--- src/rtl/axis_rr_arb_if.sv ---
// Bundle of the arbiter's AXI-Stream buses: NUM_CH slave channels merged onto
// one master stream. The master modport is the arbiter's view; the slave
// modport is the surrounding environment (upstream sources and the downstream
// sink).
interface axis_rr_arb_if #(
    parameter int NUM_CH = 4,
    parameter int DATA_W = 8
);
    localparam int CH_W = (NUM_CH > 1) ? $clog2(NUM_CH) : 1;

    // Slave side: channel i owns bit i and data bits [i*DATA_W +: DATA_W]
    logic [NUM_CH-1:0]        s_axis_tvalid;
    logic [NUM_CH-1:0]        s_axis_tready;
    logic [NUM_CH*DATA_W-1:0] s_axis_tdata;
    logic [NUM_CH-1:0]        s_axis_tlast;

    // Merged master side; tid names the source channel of the current beat
    logic                     m_axis_tvalid;
    logic                     m_axis_tready;
    logic [DATA_W-1:0]        m_axis_tdata;
    logic                     m_axis_tlast;
    logic [CH_W-1:0]          m_axis_tid;

    modport master (
        input  s_axis_tvalid, s_axis_tdata, s_axis_tlast, m_axis_tready,
        output s_axis_tready, m_axis_tvalid, m_axis_tdata, m_axis_tlast, m_axis_tid
    );

    modport slave (
        output s_axis_tvalid, s_axis_tdata, s_axis_tlast, m_axis_tready,
        input  s_axis_tready, m_axis_tvalid, m_axis_tdata, m_axis_tlast, m_axis_tid
    );
endinterface

--- src/rtl/axis_rr_arb.sv ---
// Packet-level round-robin arbiter for NUM_CH AXI-Stream channels.
// In IDLE one cycle is spent choosing the next requesting channel after the
// previous winner. The winner then holds the grant (LOCK) until its tlast beat
// is accepted. Beats pass through a single output register, so data appears one
// cycle after acceptance, and a packet can stream at one beat per cycle.
module axis_rr_arb #(
    parameter int NUM_CH = 4,   // 2..16; must match the interface instance
    parameter int DATA_W = 8    // multiple of 8, 8..512
) (
    input logic           aclk,
    input logic           aresetn,
    axis_rr_arb_if.master axis
);
    localparam int CH_W = (NUM_CH > 1) ? $clog2(NUM_CH) : 1;
    localparam int CW1  = CH_W + 1;

    localparam logic [CW1-1:0]  NUM_CH_X = CW1'(NUM_CH);
    localparam logic [CH_W-1:0] LAST_CH  = CH_W'(NUM_CH - 1);

    localparam logic [0:0] ST_IDLE = 1'b0;
    localparam logic [0:0] ST_LOCK = 1'b1;

    // Arbitration state
    logic [0:0]        state_q, state_d;
    logic [CH_W-1:0]   grant_q, grant_d;
    logic [CH_W-1:0]   last_grant_q, last_grant_d;

    // One-beat output register
    logic              out_valid_q, out_valid_d;
    logic [DATA_W-1:0] out_data_q, out_data_d;
    logic              out_last_q, out_last_d;
    logic [CH_W-1:0]   out_tid_q, out_tid_d;

    // Arbitration and handshake helpers
    logic [2*NUM_CH-1:0] req_dbl;
    logic [NUM_CH-1:0]   req_rot;
    logic [CW1-1:0]      start;
    logic [CW1-1:0]      cand;
    logic [CH_W-1:0]     pick;
    logic                req_any;
    logic                ready_ok;
    logic                accept;
    logic [NUM_CH-1:0]   s_ready;
    logic [DATA_W-1:0]   beat_data;
    logic                beat_last;

    // Round-robin pick: rotate the requests so the channel after last_grant
    // lands at bit 0, then take the lowest set bit and map it back.
    always_comb begin
        // NOTE: every variable written here gets a value before any branch, so
        // no path leaves one unassigned and no latch is inferred.
        req_dbl = {axis.s_axis_tvalid, axis.s_axis_tvalid};
        start   = {1'b0, last_grant_q} + CW1'(1);
        req_rot = req_dbl[start +: NUM_CH];
        req_any = |axis.s_axis_tvalid;
        pick    = grant_q;
        cand    = '0;
        for (int j = NUM_CH - 1; j >= 0; j--) begin
            if (req_rot[j]) begin
                cand = start + CW1'(j);
                if (cand >= NUM_CH_X) begin
                    cand = cand - NUM_CH_X;
                end
                pick = cand[CH_W-1:0];
            end
        end
    end

    // Slave handshake: only the granted channel sees ready, and only while
    // the output register is empty or being drained this cycle.
    always_comb begin
        ready_ok  = !out_valid_q || axis.m_axis_tready;
        accept    = (state_q == ST_LOCK) && axis.s_axis_tvalid[grant_q] && ready_ok;
        s_ready   = '0;
        if ((state_q == ST_LOCK) && ready_ok) begin
            s_ready = NUM_CH'(1) << grant_q;
        end
        beat_data = axis.s_axis_tdata[grant_q*DATA_W +: DATA_W];
        beat_last = axis.s_axis_tlast[grant_q];
    end

    // IDLE/LOCK sequencing: grant on any request, release on the tlast beat.
    always_comb begin
        state_d      = state_q;
        grant_d      = grant_q;
        last_grant_d = last_grant_q;
        case (state_q)
            ST_IDLE: begin
                if (req_any) begin
                    grant_d = pick;
                    state_d = ST_LOCK;
                end
            end
            ST_LOCK: begin
                if (accept && beat_last) begin
                    last_grant_d = grant_q;
                    state_d      = ST_IDLE;
                end
            end
            default: state_d = ST_IDLE;
        endcase
    end

    // Output register: load on an accepted beat, empty once the sink takes it.
    always_comb begin
        out_valid_d = out_valid_q;
        out_data_d  = out_data_q;
        out_last_d  = out_last_q;
        out_tid_d   = out_tid_q;
        if (accept) begin
            out_valid_d = 1'b1;
            out_data_d  = beat_data;
            out_last_d  = beat_last;
            out_tid_d   = grant_q;
        end else if (out_valid_q && axis.m_axis_tready) begin
            out_valid_d = 1'b0;
        end
    end

    // Arbitration state registers; reset gives channel 0 first priority.
    always_ff @(posedge aclk or negedge aresetn) begin
        // NOTE: state is updated with non-blocking assignments so every
        // register samples the pre-edge values regardless of block order.
        if (!aresetn) begin
            state_q      <= ST_IDLE;
            grant_q      <= '0;
            last_grant_q <= LAST_CH;
        end else begin
            state_q      <= state_d;
            grant_q      <= grant_d;
            last_grant_q <= last_grant_d;
        end
    end

    // Output register; reset discards any pending beat.
    always_ff @(posedge aclk or negedge aresetn) begin
        if (!aresetn) begin
            out_valid_q <= 1'b0;
            out_data_q  <= '0;
            out_last_q  <= 1'b0;
            out_tid_q   <= '0;
        end else begin
            out_valid_q <= out_valid_d;
            out_data_q  <= out_data_d;
            out_last_q  <= out_last_d;
            out_tid_q   <= out_tid_d;
        end
    end

    assign axis.s_axis_tready = s_ready;
    assign axis.m_axis_tvalid = out_valid_q;
    assign axis.m_axis_tdata  = out_data_q;
    assign axis.m_axis_tlast  = out_last_q;
    assign axis.m_axis_tid    = out_tid_q;

endmodule

--- src/flat_wrapper.sv ---
// flat-port wrapper written by rule: the top's interface ports become plain ports
module axis_rr_arb_flat 
#(
    parameter int NUM_CH = 4,                                              
    parameter int DATA_W = 8                            
)
  (aclk, aresetn, axis_s_axis_tvalid, axis_s_axis_tdata, axis_s_axis_tlast, axis_m_axis_tready, axis_s_axis_tready, axis_m_axis_tvalid, axis_m_axis_tdata, axis_m_axis_tlast, axis_m_axis_tid);
  axis_rr_arb_if #(.NUM_CH(NUM_CH), .DATA_W(DATA_W)) axis_i ();
  input logic aclk;
  input logic aresetn;
  input wire logic [$bits(axis_i.s_axis_tvalid)-1:0] axis_s_axis_tvalid;
  input wire logic [$bits(axis_i.s_axis_tdata)-1:0] axis_s_axis_tdata;
  input wire logic [$bits(axis_i.s_axis_tlast)-1:0] axis_s_axis_tlast;
  input wire logic [$bits(axis_i.m_axis_tready)-1:0] axis_m_axis_tready;
  output wire logic [$bits(axis_i.s_axis_tready)-1:0] axis_s_axis_tready;
  output wire logic [$bits(axis_i.m_axis_tvalid)-1:0] axis_m_axis_tvalid;
  output wire logic [$bits(axis_i.m_axis_tdata)-1:0] axis_m_axis_tdata;
  output wire logic [$bits(axis_i.m_axis_tlast)-1:0] axis_m_axis_tlast;
  output wire logic [$bits(axis_i.m_axis_tid)-1:0] axis_m_axis_tid;
  assign axis_i.s_axis_tvalid = axis_s_axis_tvalid;
  assign axis_i.s_axis_tdata = axis_s_axis_tdata;
  assign axis_i.s_axis_tlast = axis_s_axis_tlast;
  assign axis_i.m_axis_tready = axis_m_axis_tready;
  assign axis_s_axis_tready = axis_i.s_axis_tready;
  assign axis_m_axis_tvalid = axis_i.m_axis_tvalid;
  assign axis_m_axis_tdata = axis_i.m_axis_tdata;
  assign axis_m_axis_tlast = axis_i.m_axis_tlast;
  assign axis_m_axis_tid = axis_i.m_axis_tid;
  axis_rr_arb #(.NUM_CH(NUM_CH), .DATA_W(DATA_W)) u_core (.aclk(aclk), .aresetn(aresetn), .axis(axis_i));
endmodule
--- config.mk ---
export PLATFORM = sky130hd
export DESIGN_NAME = axis_rr_arb_flat
export DESIGN_NICKNAME = d
export VERILOG_FILES = /design/src/rtl/axis_rr_arb_if.sv /design/src/rtl/axis_rr_arb.sv /design/src/flat_wrapper.sv
export SDC_FILE = /design/constraint.sdc
export NUM_CORES = 1
export LEC_CHECK = 0
export BUFFER_PORTS_ARGS = -buffer_cell sky130_fd_sc_hd__buf_2
export CORE_MARGIN = 3
export CORE_UTILIZATION = 44
export CTS_CLUSTER_DIAMETER = 50
export DETAILED_ROUTE_END_ITERATION = 10
export PLACE_DENSITY = 0.79
export SLEW_MARGIN = 40
export SYNTH_ARGS = -nofsm -noshare
export SYNTH_HDL_FRONTEND = slang
export SYNTH_SLANG_ARGS = --single-unit
--- constraint.sdc ---
create_clock -name aclk -period 2.08 [get_ports aclk]
set_input_delay 0.208 -clock aclk [delete_from_list [all_inputs] [get_ports aclk]]
set_output_delay 0.208 -clock aclk [all_outputs]
set_load 0.02 [all_outputs]
==> key figures <==
Status
  • Run status: finished, final reports clean

Worst setup path
  • Critical path class: register to register
  • Worst setup EP type: register
  • Startpoint Class: register
  • WP data required: 2.31 ns
  • Crit-path max FO: 14
  • Crit path DAT: 2.05 ns

Place
  • PortBufs: 58
  • Hpwl dp: 2.11 mm
  • Post-Place Cells: 161
  • Routability Congestion: 0.823
  • Placed instance area: 1380 sq um
  • Dpl ws: 0.265 ns

STA
  • Clock Skew: 0.000848 ns
  • Unrepaired setup endpoints after global routing: no
  • Worst Tran Pin Value: 0.498 ns
  • Final slew viol count: 0
  • Crit share post-route: 87.6%
  • Final WS setup: 0.258 ns
  • Min Tclk post-route: 1.82 ns
  • Highest clock rate: 549 MHz
  • Final setup viols: 0
  • Fin. Hold Viols: 0
  • Final total negative setup slack: 0 ns
  • Slew HR: 66.6%

Layout
  • Fin cells: 166
  • Number of filler cells placed in the layout: 185
  • Share of cells above drive strength 1: 63.8%
  • Fin nets: 182
  • Ant diodes: 0
  • Layout area overhead: 30.5%
  • Design Area, Final: 1420 sq um

Detailed routing
  • WL final: 2.72 mm
  • DRC: 0
  • Vias per cell: 5.31
  • Vias: 881
  • DR iter-0 viols: 13
  • DR WL/cell: 16.4 microns
  • Routed Antenna Nets: 0
  • 1st-pass router iterations: 4

Clock network
  • Clock Sinks: 17
  • Post-CTS setup buffer count: 0
  • Root Buffer: clkbuf_4
  • Post-CTS sizing: 0
  • Clock transition at path regs: 0.10 ns
  • CTS buffer count: 3
  • Clock tree buffer depth: 2
  • TritonCTS clock tree: done
  • Worst-Skew Late Latency: 0.29 ns
  • H-Tree Depth: 1

Power
  • Power Total: 2.10 mW
  • Peak VDD IR: 0.911 mV
  • Power per cell area: 1480 nW/um^2
  • Leakage power: 0.723 nW

Floorplanning
  • Core Box Area: 2280 sq um
  • Die height: 55.7 microns
  • Die W: 55.7 microns
  • Std cell rows: 17
  • Die ar.: 3110 sq um
  • Io pins: 59
  • Initial Util: 47.8%

Global route
  • Vias in the first global route: 920
  • Total GRT Usage: 18.4%
  • Remaining Overflow, GRT: 0
  • Largest net degree at the start of global routing: 18
  • Initial antenna violation count: 0
  • First-pass GRT wire length: 4.48 mm

Synthesis
  • Top_reg_cell synth: dfrtp_1
  • Yosys cell types: 33
  • Asr flop ratio synth: 100%
  • Post-synth EDFFs: 0
  • Synth warn: 0
  • Most common cell in the netlist: dfrtp_1
  • Cells after synthesis: 80
  • Top cells by area, synth: dfrtp_1 34%, mux4_2 12%, mux2_4 11%
  • Synthesized flop and latch total: 17
  • Mapped Nets: 123
  • Mapped Area: 1090 sq um
  • Top cell type's share of synthesized area: 34.5%
  • Register area share after synthesis: 39.3%
  • Synth area leader: dfrtp_1
  • Mapped Avg Cell Area: 13.6 sq um
  • Commonest cells post-synth: 15 x dfrtp_1, 8 x mux2_4, 6 x mux4_2

Hold path
  • Min-Delay Path Class: primary input to register

Flow run
  • Max Cap Violations: 0
==> sequential cells by signal, indices dropped and copies added, names as in the netlist <==
| register | cells |
|---|---|
| u_core.axis.m_axis_tdata | 8 |
| u_core.axis.m_axis_tid | 2 |
| u_core.grant_q | 2 |
| u_core.last_grant_q | 2 |
| u_core.axis.m_axis_tlast | 1 |
| u_core.axis.m_axis_tvalid | 1 |
| u_core.state_q | 1 |
==> metal layers <==
layer | global-route usage, % | vias to the layer above | routed length [microns] | part of all wire [%]
li1 | - | 422 | - | -
met1 | 21.4 | 426 | 1050 | 38
met2 | 34.6 | 31 | 1480 | 54
met3 | 5.34 | 2 | 194 | 7.1
met4 | 1.04 | 0 | 5 | 0.18
met5 | 0 | - | 0 | 0
==> stage by stage <==
stage	utilization [%]	hold WS [ns]
floorplan	-	-0.0876
global placement	60.5	0.150
detailed placement	60.5	0.153
CTS	62.1	0.237
global route	62.4	0.251
finish	62.4	0.242
==> power by group <==
part | leakage (nW) | switching (mW) | internal, mW | total, mW
clock network | 0.0177 | 0.111 | 0.0716 | 0.183
registers | 0.196 | 0.140 | 0.516 | 0.657
logic | 0.510 | 0.607 | 0.656 | 1.26
==> worst paths after layout <==
path	startpoint	endpoint	slack, ns	cells past startpoint
max	u_core.grant_q[0]$_DFFE_PN0P_	u_core.last_grant_q[0]$_DFFE_PN1P_	0.26	4
min	axis_s_axis_tvalid[3]	u_core.grant_q[0]$_DFFE_PN0P_	0.24	3
max reg2reg	u_core.grant_q[0]$_DFFE_PN0P_	u_core.last_grant_q[0]$_DFFE_PN1P_	0.26	4
min reg2reg	u_core.axis.m_axis_tid[0]$_DFFE_PN0P_	u_core.axis.m_axis_tid[0]$_DFFE_PN0P_	0.51	1
max in group asynchronous	aresetn	u_core.last_grant_q[1]$_DFFE_PN1P_	1.41	2
min in group asynchronous	aresetn	u_core.axis.m_axis_tdata[3]$_DFFE_PN0P_	0.35	2
==> critical path: stages, from the launching register on <==
cell     delay, ns
dfrtp_1       0.38
buf_4         0.24
mux4_1        0.59
nand4_1       0.18
mux2_2        0.36
==> layout make-up <==
type	instances	area [sq um]	share of cell area [%]
inverter	2	7.51	0.529
multi-input combinational	54	607	42.7
tap	28	35.0	2.47
clock buffer	3	22.5	1.59
clock inverter	1	5.00	0.352
sequential	17	428	30.1
timing repair buffer	61	315	22.2
==> kinds of logic (layout without fill, tap and decap cells) <==
kind of cell,after synthesis,after routing,share of synthesized area [%]
mux,23,23,38.0
simple gates,22,22,10.6
flops,17,17,39.3
compound gates,9,9,6.55
buf+inv,9,67,5.52
==> placed cells by master, fill, tap and decap left out, drive strengths merged, types with 2 or more instances in the layout <==
cell type / n
nand2b: 2
dfstp: 2
dfrtp: 15
mux2: 11
mux4: 10
mux2i: 2
buf: 60
clkbuf: 3
nand3: 2
nand2: 5
nor3: 4
nor2: 4
inv: 2
==> repair_timing <==
item                       4_1_cts  5_1_grt
setup endpoints to repair        0        0
hold buffers                     1        0
hold endpoints to repair        15        0
Power figures use the tool's default switching activity.
